==> src/rtl/ft60x_rx_ctrl.sv <==
// Read-side master for the FT600/FT601 245-synchronous FIFO bus: drains host
// words from the FTDI chip and pushes them into a downstream FIFO.
module ft60x_rx_ctrl #(
  parameter int D_BIT     = 32,
  parameter int BE_BIT    = 4,
  parameter int MAX_BURST = 256,
  parameter int CNT_W     = 16
) (
  input  logic              iCLK,
  input  logic              iRESET,
  input  logic              iRXF_N,
  input  logic [D_BIT-1:0]  iDATA,
  input  logic [BE_BIT-1:0] iBE,
  output logic              oOE_N,
  output logic              oRD_N,
  input  logic              iAFULL,
  input  logic              iFULL,
  output logic              oWR,
  output logic [D_BIT-1:0]  oDATA,
  output logic [BE_BIT-1:0] oBE,
  output logic              oBUSY,
  output logic              oOVF,
  output logic [CNT_W-1:0]  oWORD_CNT,
  output logic [CNT_W-1:0]  oBYTE_CNT
);

  localparam bit LIMITED = (MAX_BURST != 0);
  localparam int BURST_W = (MAX_BURST > 1) ? $clog2(MAX_BURST) : 1;
  localparam logic [BURST_W-1:0] BURST_LAST = LIMITED ? BURST_W'(MAX_BURST - 1) : '0;

  typedef enum logic [2:0] {
    S_IDLE,
    S_OE,
    S_READ,
    S_END,
    S_TURN
  } state_t;

  state_t              state_reg, state_next;
  logic                oe_n_reg, oe_n_next;
  logic                rd_n_reg, rd_n_next;
  logic [BURST_W-1:0]  burst_cnt_reg, burst_cnt_next;
  logic                wr_reg, wr_next;
  logic [D_BIT-1:0]    data_reg, data_next;
  logic [BE_BIT-1:0]   be_reg, be_next;
  logic                ovf_reg, ovf_next;
  logic [CNT_W-1:0]    word_cnt_reg, word_cnt_next;
  logic [CNT_W-1:0]    byte_cnt_reg, byte_cnt_next;

  logic accept;
  logic burst_last;

  // The FTDI chip pops a word on every edge where our strobe is low and it
  // still has data, so that is exactly when a word must be taken.
  assign accept     = ~rd_n_reg & ~iRXF_N;
  assign burst_last = LIMITED && (burst_cnt_reg == BURST_LAST);

  always_comb begin
    state_next     = state_reg;
    burst_cnt_next = burst_cnt_reg;
    oe_n_next      = 1'b1;
    rd_n_next      = 1'b1;

    case (state_reg)
      S_IDLE: begin
        burst_cnt_next = '0;
        if (!iRXF_N && !iAFULL) begin
          state_next = S_OE;
        end
      end
      S_OE: begin
        state_next = S_READ;
      end
      S_READ: begin
        if (accept) begin
          burst_cnt_next = burst_cnt_reg + BURST_W'(1);
        end
        if (iRXF_N || iAFULL || (accept && burst_last)) begin
          state_next = S_END;
        end
      end
      S_END: begin
        state_next = S_TURN;
      end
      S_TURN: begin
        state_next = S_IDLE;
      end
      default: begin
        state_next = S_IDLE;
      end
    endcase

    // Pin strobes are registered straight from the next state so the FTDI
    // sees clean, glitch-free levels one cycle after each decision.
    case (state_next)
      S_OE: begin
        oe_n_next = 1'b0;
      end
      S_READ: begin
        oe_n_next = 1'b0;
        rd_n_next = 1'b0;
      end
      S_END: begin
        oe_n_next = 1'b0;
      end
      default: begin
        oe_n_next = 1'b1;
        rd_n_next = 1'b1;
      end
    endcase
  end

  always_comb begin
    wr_next       = 1'b0;
    data_next     = data_reg;
    be_next       = be_reg;
    ovf_next      = ovf_reg;
    word_cnt_next = word_cnt_reg;
    byte_cnt_next = byte_cnt_reg;

    // Words with no valid byte are consumed from the chip but never forwarded.
    if (accept && (iBE != '0)) begin
      wr_next   = 1'b1;
      data_next = iDATA;
      be_next   = iBE;
    end

    if (wr_reg) begin
      word_cnt_next = word_cnt_reg + CNT_W'(1);
      byte_cnt_next = byte_cnt_reg + CNT_W'($countones(be_reg));
      if (iFULL) begin
        ovf_next = 1'b1;
      end
    end
  end

  always_ff @(posedge iCLK or posedge iRESET) begin
    if (iRESET) begin
      state_reg     <= S_IDLE;
      oe_n_reg      <= 1'b1;
      rd_n_reg      <= 1'b1;
      burst_cnt_reg <= '0;
      wr_reg        <= 1'b0;
      data_reg      <= '0;
      be_reg        <= '0;
      ovf_reg       <= 1'b0;
      word_cnt_reg  <= '0;
      byte_cnt_reg  <= '0;
    end else begin
      state_reg     <= state_next;
      oe_n_reg      <= oe_n_next;
      rd_n_reg      <= rd_n_next;
      burst_cnt_reg <= burst_cnt_next;
      wr_reg        <= wr_next;
      data_reg      <= data_next;
      be_reg        <= be_next;
      ovf_reg       <= ovf_next;
      word_cnt_reg  <= word_cnt_next;
      byte_cnt_reg  <= byte_cnt_next;
    end
  end

  assign oOE_N     = oe_n_reg;
  assign oRD_N     = rd_n_reg;
  assign oWR       = wr_reg;
  assign oDATA     = data_reg;
  assign oBE       = be_reg;
  assign oBUSY     = (state_reg != S_IDLE);
  assign oOVF      = ovf_reg;
  assign oWORD_CNT = word_cnt_reg;
  assign oBYTE_CNT = byte_cnt_reg;

endmodule

==> config.mk <==
export PLATFORM = sky130hd
export DESIGN_NAME = ft60x_rx_ctrl
export DESIGN_NICKNAME = d
export VERILOG_FILES = /design/src/rtl/ft60x_rx_ctrl.sv
export SDC_FILE = /design/constraint.sdc
export NUM_CORES = 1
export LEC_CHECK = 0
export CORE_MARGIN = 2
export CORE_UTILIZATION = 45
export DETAILED_ROUTE_END_ITERATION = 10
export GPL_ROUTABILITY_DRIVEN = 0
export GPL_TIMING_DRIVEN = 0
export PLACE_DENSITY = 0.78
export SLEW_MARGIN = 40
export SYNTH_ARGS = -nofsm -noshare
export SYNTH_HDL_FRONTEND = slang
export SYNTH_SLANG_ARGS = --single-unit
==> constraint.sdc <==
create_clock -name iCLK -period 7.1 [get_ports iCLK]
set_input_delay 1.42 -clock iCLK [delete_from_list [all_inputs] [get_ports iCLK]]
set_output_delay 1.42 -clock iCLK [all_outputs]
set_load 0.05 [all_outputs]
* Word-level counts from Yosys, hierarchy flattened *
Index checks and enable logic that the tools add are counted.

cells by class
  $add $sub $neg = 6
  muxes and demuxes = 8
  reductions and logical operators = 14
  bitwise gates (word level) = 3
  eq/ne operators = 8

operators by type and width
  kind                   count
  $add 16x1->16 const B  1
  $add 16x3->16          1
  $pmux 8 s2             1
  $eq 3x2->1 const B     4
  $pmux 3 s4             1
  $add 8x1->8 const B    1
  $eq 8x8->1 const B     1
  $mux 8                 1
  $eq 3x1->1 const B     2
  $mux 3                 2
  $add 1x1->2            2
  $reduce_and 2->1       2
  $reduce_bool 4->1      1
  $add 2x2->3            1
  $logic_and 1x1->1      3
  $logic_not 3->1        1
  $mux 1                 3
  $reduce_bool 3->1      1
  $reduce_or 3->1        1
  $logic_not 1->1        2
  $logic_or 1x1->1       2
  $ne 2x2->1 const B     1
  $not 1->1              2
  $reduce_bool 2->1      1
  $and 1x1->1            1

storage, ports and cells
  output and inout bits = 73
  register bits after elaboration = 83
  logic and storage cells = 49
  input bits = 41

* Longest topological paths before layout *
  depth after elaboration = 9
  mapped depth = 10
  mapped depth without buffers = 9

* Worst setup path before layout *
Ideal clock, no wire load.

  path kind = register to output
  start = reg state_reg[0]
  end = out oBUSY
  cell stages (with the launch flop) = 4
  path slack = 4.359 ns
  data required time = 5.680 ns
  data arrival time = 1.321 ns
  buffers on the path = 1
  cells stage by stage = dfrtp_1 -> buf_2 -> nor3_1 -> inv_1

on the way
  cells in the longest elaborated chain, start to end = 1

RTL lines
  item                      line  text
  start: declaration        39    state_t state_reg, state_next;
  start signal: assignment  150   state_reg <= state_next;
  $reduce_bool 3->1         168   assign oBUSY = (state_reg != S_IDLE);
  end: declaration          21    output logic oBUSY,

No other way between the ends.

* Worst setup path after layout *
Same ends and word-level chain as after synthesis.

==> impl_metrics.csv <==
group,metric,value,unit
sta,hold_ws,461,ps
routing,wl_per_cell,14.8,um
routing,routed_wirelength,7460,um
global_routing,grt_max_degree,61,
global_routing,grt_pass1_wl,12100,um
sta,finalMaxSlewViolations,0,
routing,route.detailed.drc,0,
yosys,netlist_area,3550,um^2
yosys,synth_async_sr_flop_share,1.00,
placement,dp_hpwl,5520,um
routing,vias,2498,
worst_hold_path,hp-class,"reg -> reg",
layout,largest_register_ffs,32,
layout,multi_input_comb_area,1390,um^2
sta,fmax,279,MHz
critical_path,end_kind,"output port",
placement,numPortBuffers,113,
placement,dp.cells,488,
yosys,synth_edf_count,0,
critical_path,crit_end,"oBUSY",
sta,relSlewSlack,0.611,
layout,layout.nets,444,
routing,viasPerCell,4.96,
sta,worstMarginPinSlew,581,ps
routing,ant_nets,0,
floorplan,core_area,7690,um^2
global_routing,track_usage,0.178,
clock_tree,cts_resized,0,
floorplan,fp.dieH,92.8,um
sta,rsz0062_at_grt,"no",
floorplan,num_io_pins,114,
clock_tree,cts_tree,"built",
critical_path,path_class,"reg -> out",
critical_path,critPathLaunchType,"register",
clock_tree,cts_hold_buf,0,
clock_tree,cts_root_buf,"clkbuf_8",
layout,regArea,2080,um^2
yosys,yosysTopAreaCellShare,0.571,
critical_path,regToRegStartpoint,"oBE[0]",
layout,fillers,643,
yosys,yosysSeqAreaShare,0.586,
critical_path,r2r_cells,10,
critical_path,cp_max_fo,8,
power_and_ir_drop,ir_drop,0.219,mV
layout,final_cells,504,
clock_tree,cts_buffer_depth,2,
floorplan,std_cell_rows,32,
run_status,status,"completed",
power_and_ir_drop,p_leak,2.13,nW
yosys,syn_area_per_cell,13.0,um^2
job,cap_violations,0,
yosys,synth_area_leaders,"dfrtp_1, mux2_2, xnor2_1, xor2_1, nand4_1",
yosys,ys_ff_latch,83,
yosys,yosysWarnings,0,
critical_path,crit_required,5680,ps
floorplan,die_area,8610,um^2
critical_path,crit_arrival,2160,ps
yosys,yosys.area.top_type,"dfrtp_1",
global_routing,antenna_found_initial,0,
layout,diodes,0,
yosys,synth_ff_type,"dfrtp_1",
clock_tree,postCtsSetupBuffers,0,
routing,drt_first_pass_iters,4,
sta,setup_violations,0,
power_and_ir_drop,total_power,2.21,mW
routing,drt_iter0_drc,61,
layout,drive_gt1_frac,0.167,
global_routing,grt-ovfl-total,0,
floorplan,fp.dieW,92.8,um
clock_tree,cts_buffers,9,
yosys,syn_nets,319,
sta,finalCritPeriodShare,0.504,
clock_tree,h-tree-depth,3,
critical_path,rrSetupSlack,4590,ps
sta,clock_skew,7.42,ps
critical_path,reg2reg_to,"oBYTE_CNT[14]",
sta,hold_viol_final,0,
yosys,synth_common_cells,"dfrtp_1, mux2_2, xnor2_1, nand2_1, nor2_1",
sta,finalCriticalPeriod,3580,ps
clock_tree,clk_pin_slew,80,ps
global_routing,grt_pass1_vias,2504,
sta,tns,0,ps
clock_tree,clk_latency,330,ps
clock_tree,clkSinkCount,83,
yosys,synth.most_common_cell,"dfrtp_1",
layout,areaGrowthSynthToFinish,41.6,%
floorplan,initial_core_util,0.462,
power_and_ir_drop,cellPowerDensity,440,nW/um^2
yosys,synth_cell_type_count,38,
yosys,synthCells,272,
critical_path,crit_path_start,"state_reg[0]",
[per-layer routing]
| layer | wire (um) | track usage | vias to the layer above |
|---|---|---|---|
| li1 | - | - | 1192 |
| met1 | 3400 | 0.246 | 1215 |
| met2 | 3620 | 0.289 | 81 |
| met3 | 362 | 0.0277 | 10 |
| met4 | 83 | 0.0564 | 0 |
| met5 | 0 | 0 | - |
[layout make-up]
type                       count  area share
timing repair buffer         114       0.231
sequential                    83       0.414
tap                          102      0.0254
clock buffer                  12      0.0309
inverter                       8     0.00697
clock inverter                 4     0.00498
multi-input combinational    174       0.277
buffer                         7      0.0107
[worst min path at each step]
stage / from / endpoint / slack (ps) / depth (start not counted)
2_1_floorplan: burst_cnt_reg[0] / burst_cnt_reg[0] / 480 / 1
3_3_place_gp: oOVF / oOVF / 440 / 1
3_5_place_dp: oOVF / oOVF / 450 / 1
4_1_cts: oOVF / oOVF / 470 / 1
5_1_grt: oOVF / oOVF / 500 / 1
6_report: oOVF / oOVF / 460 / 1
[metrics by stage]
stage	setup slack (ps)	cell area, um^2	util
after global routing	3390	5020	0.654
after floorplan	3550	3550	-
after global placement	2220	4810	0.625
after detailed placement	3630	4840	0.630
after CTS	3240	5020	0.653
final	3520	5020	0.654
[logic make-up (layout without fill, tap and decap cells)]
group | after synthesis | count (layout) | share of synthesized area
mux | 36 | 36 | 0.117
buf+inv | 15 | 145 | 0.0236
flops | 83 | 83 | 0.586
compound gates | 16 | 16 | 0.0314
xor+xnor | 34 | 34 | 0.0839
fa+ha+maj | 6 | 6 | 0.0275
simple gates | 82 | 82 | 0.130
[critical path, stage by stage (launching register included)]
cell and delay (ps):
dfrtp_1 360, buf_2 180, nor3_2 450, inv_1 110
clkdlybuf4s50_1 720
[where the power goes]
group | internal [mW] | switching, mW | total (mW)
logic | 0.431 | 0.738 | 1.17
clock network | 0.145 | 0.162 | 0.307
registers | 0.624 | 0.108 | 0.733
total | 1.20 | 1.01 | 2.21
[cells in the final DEF (no fill, tap or decap), types with 4 or more instances in the layout]
master	count
a21oi_1	4
and2_1	5
and3_1	6
clkbuf_8	11
clkdlybuf4s50_1	113
dfrtp_1	81
inv_1	7
mux2_2	33
nand2_1	19
nand3_1	9
nand4_1	13
nor2_1	15
o21ai_0	5
xnor2_1	22
xor2_1	12
Power figures use the tool's default switching activity.
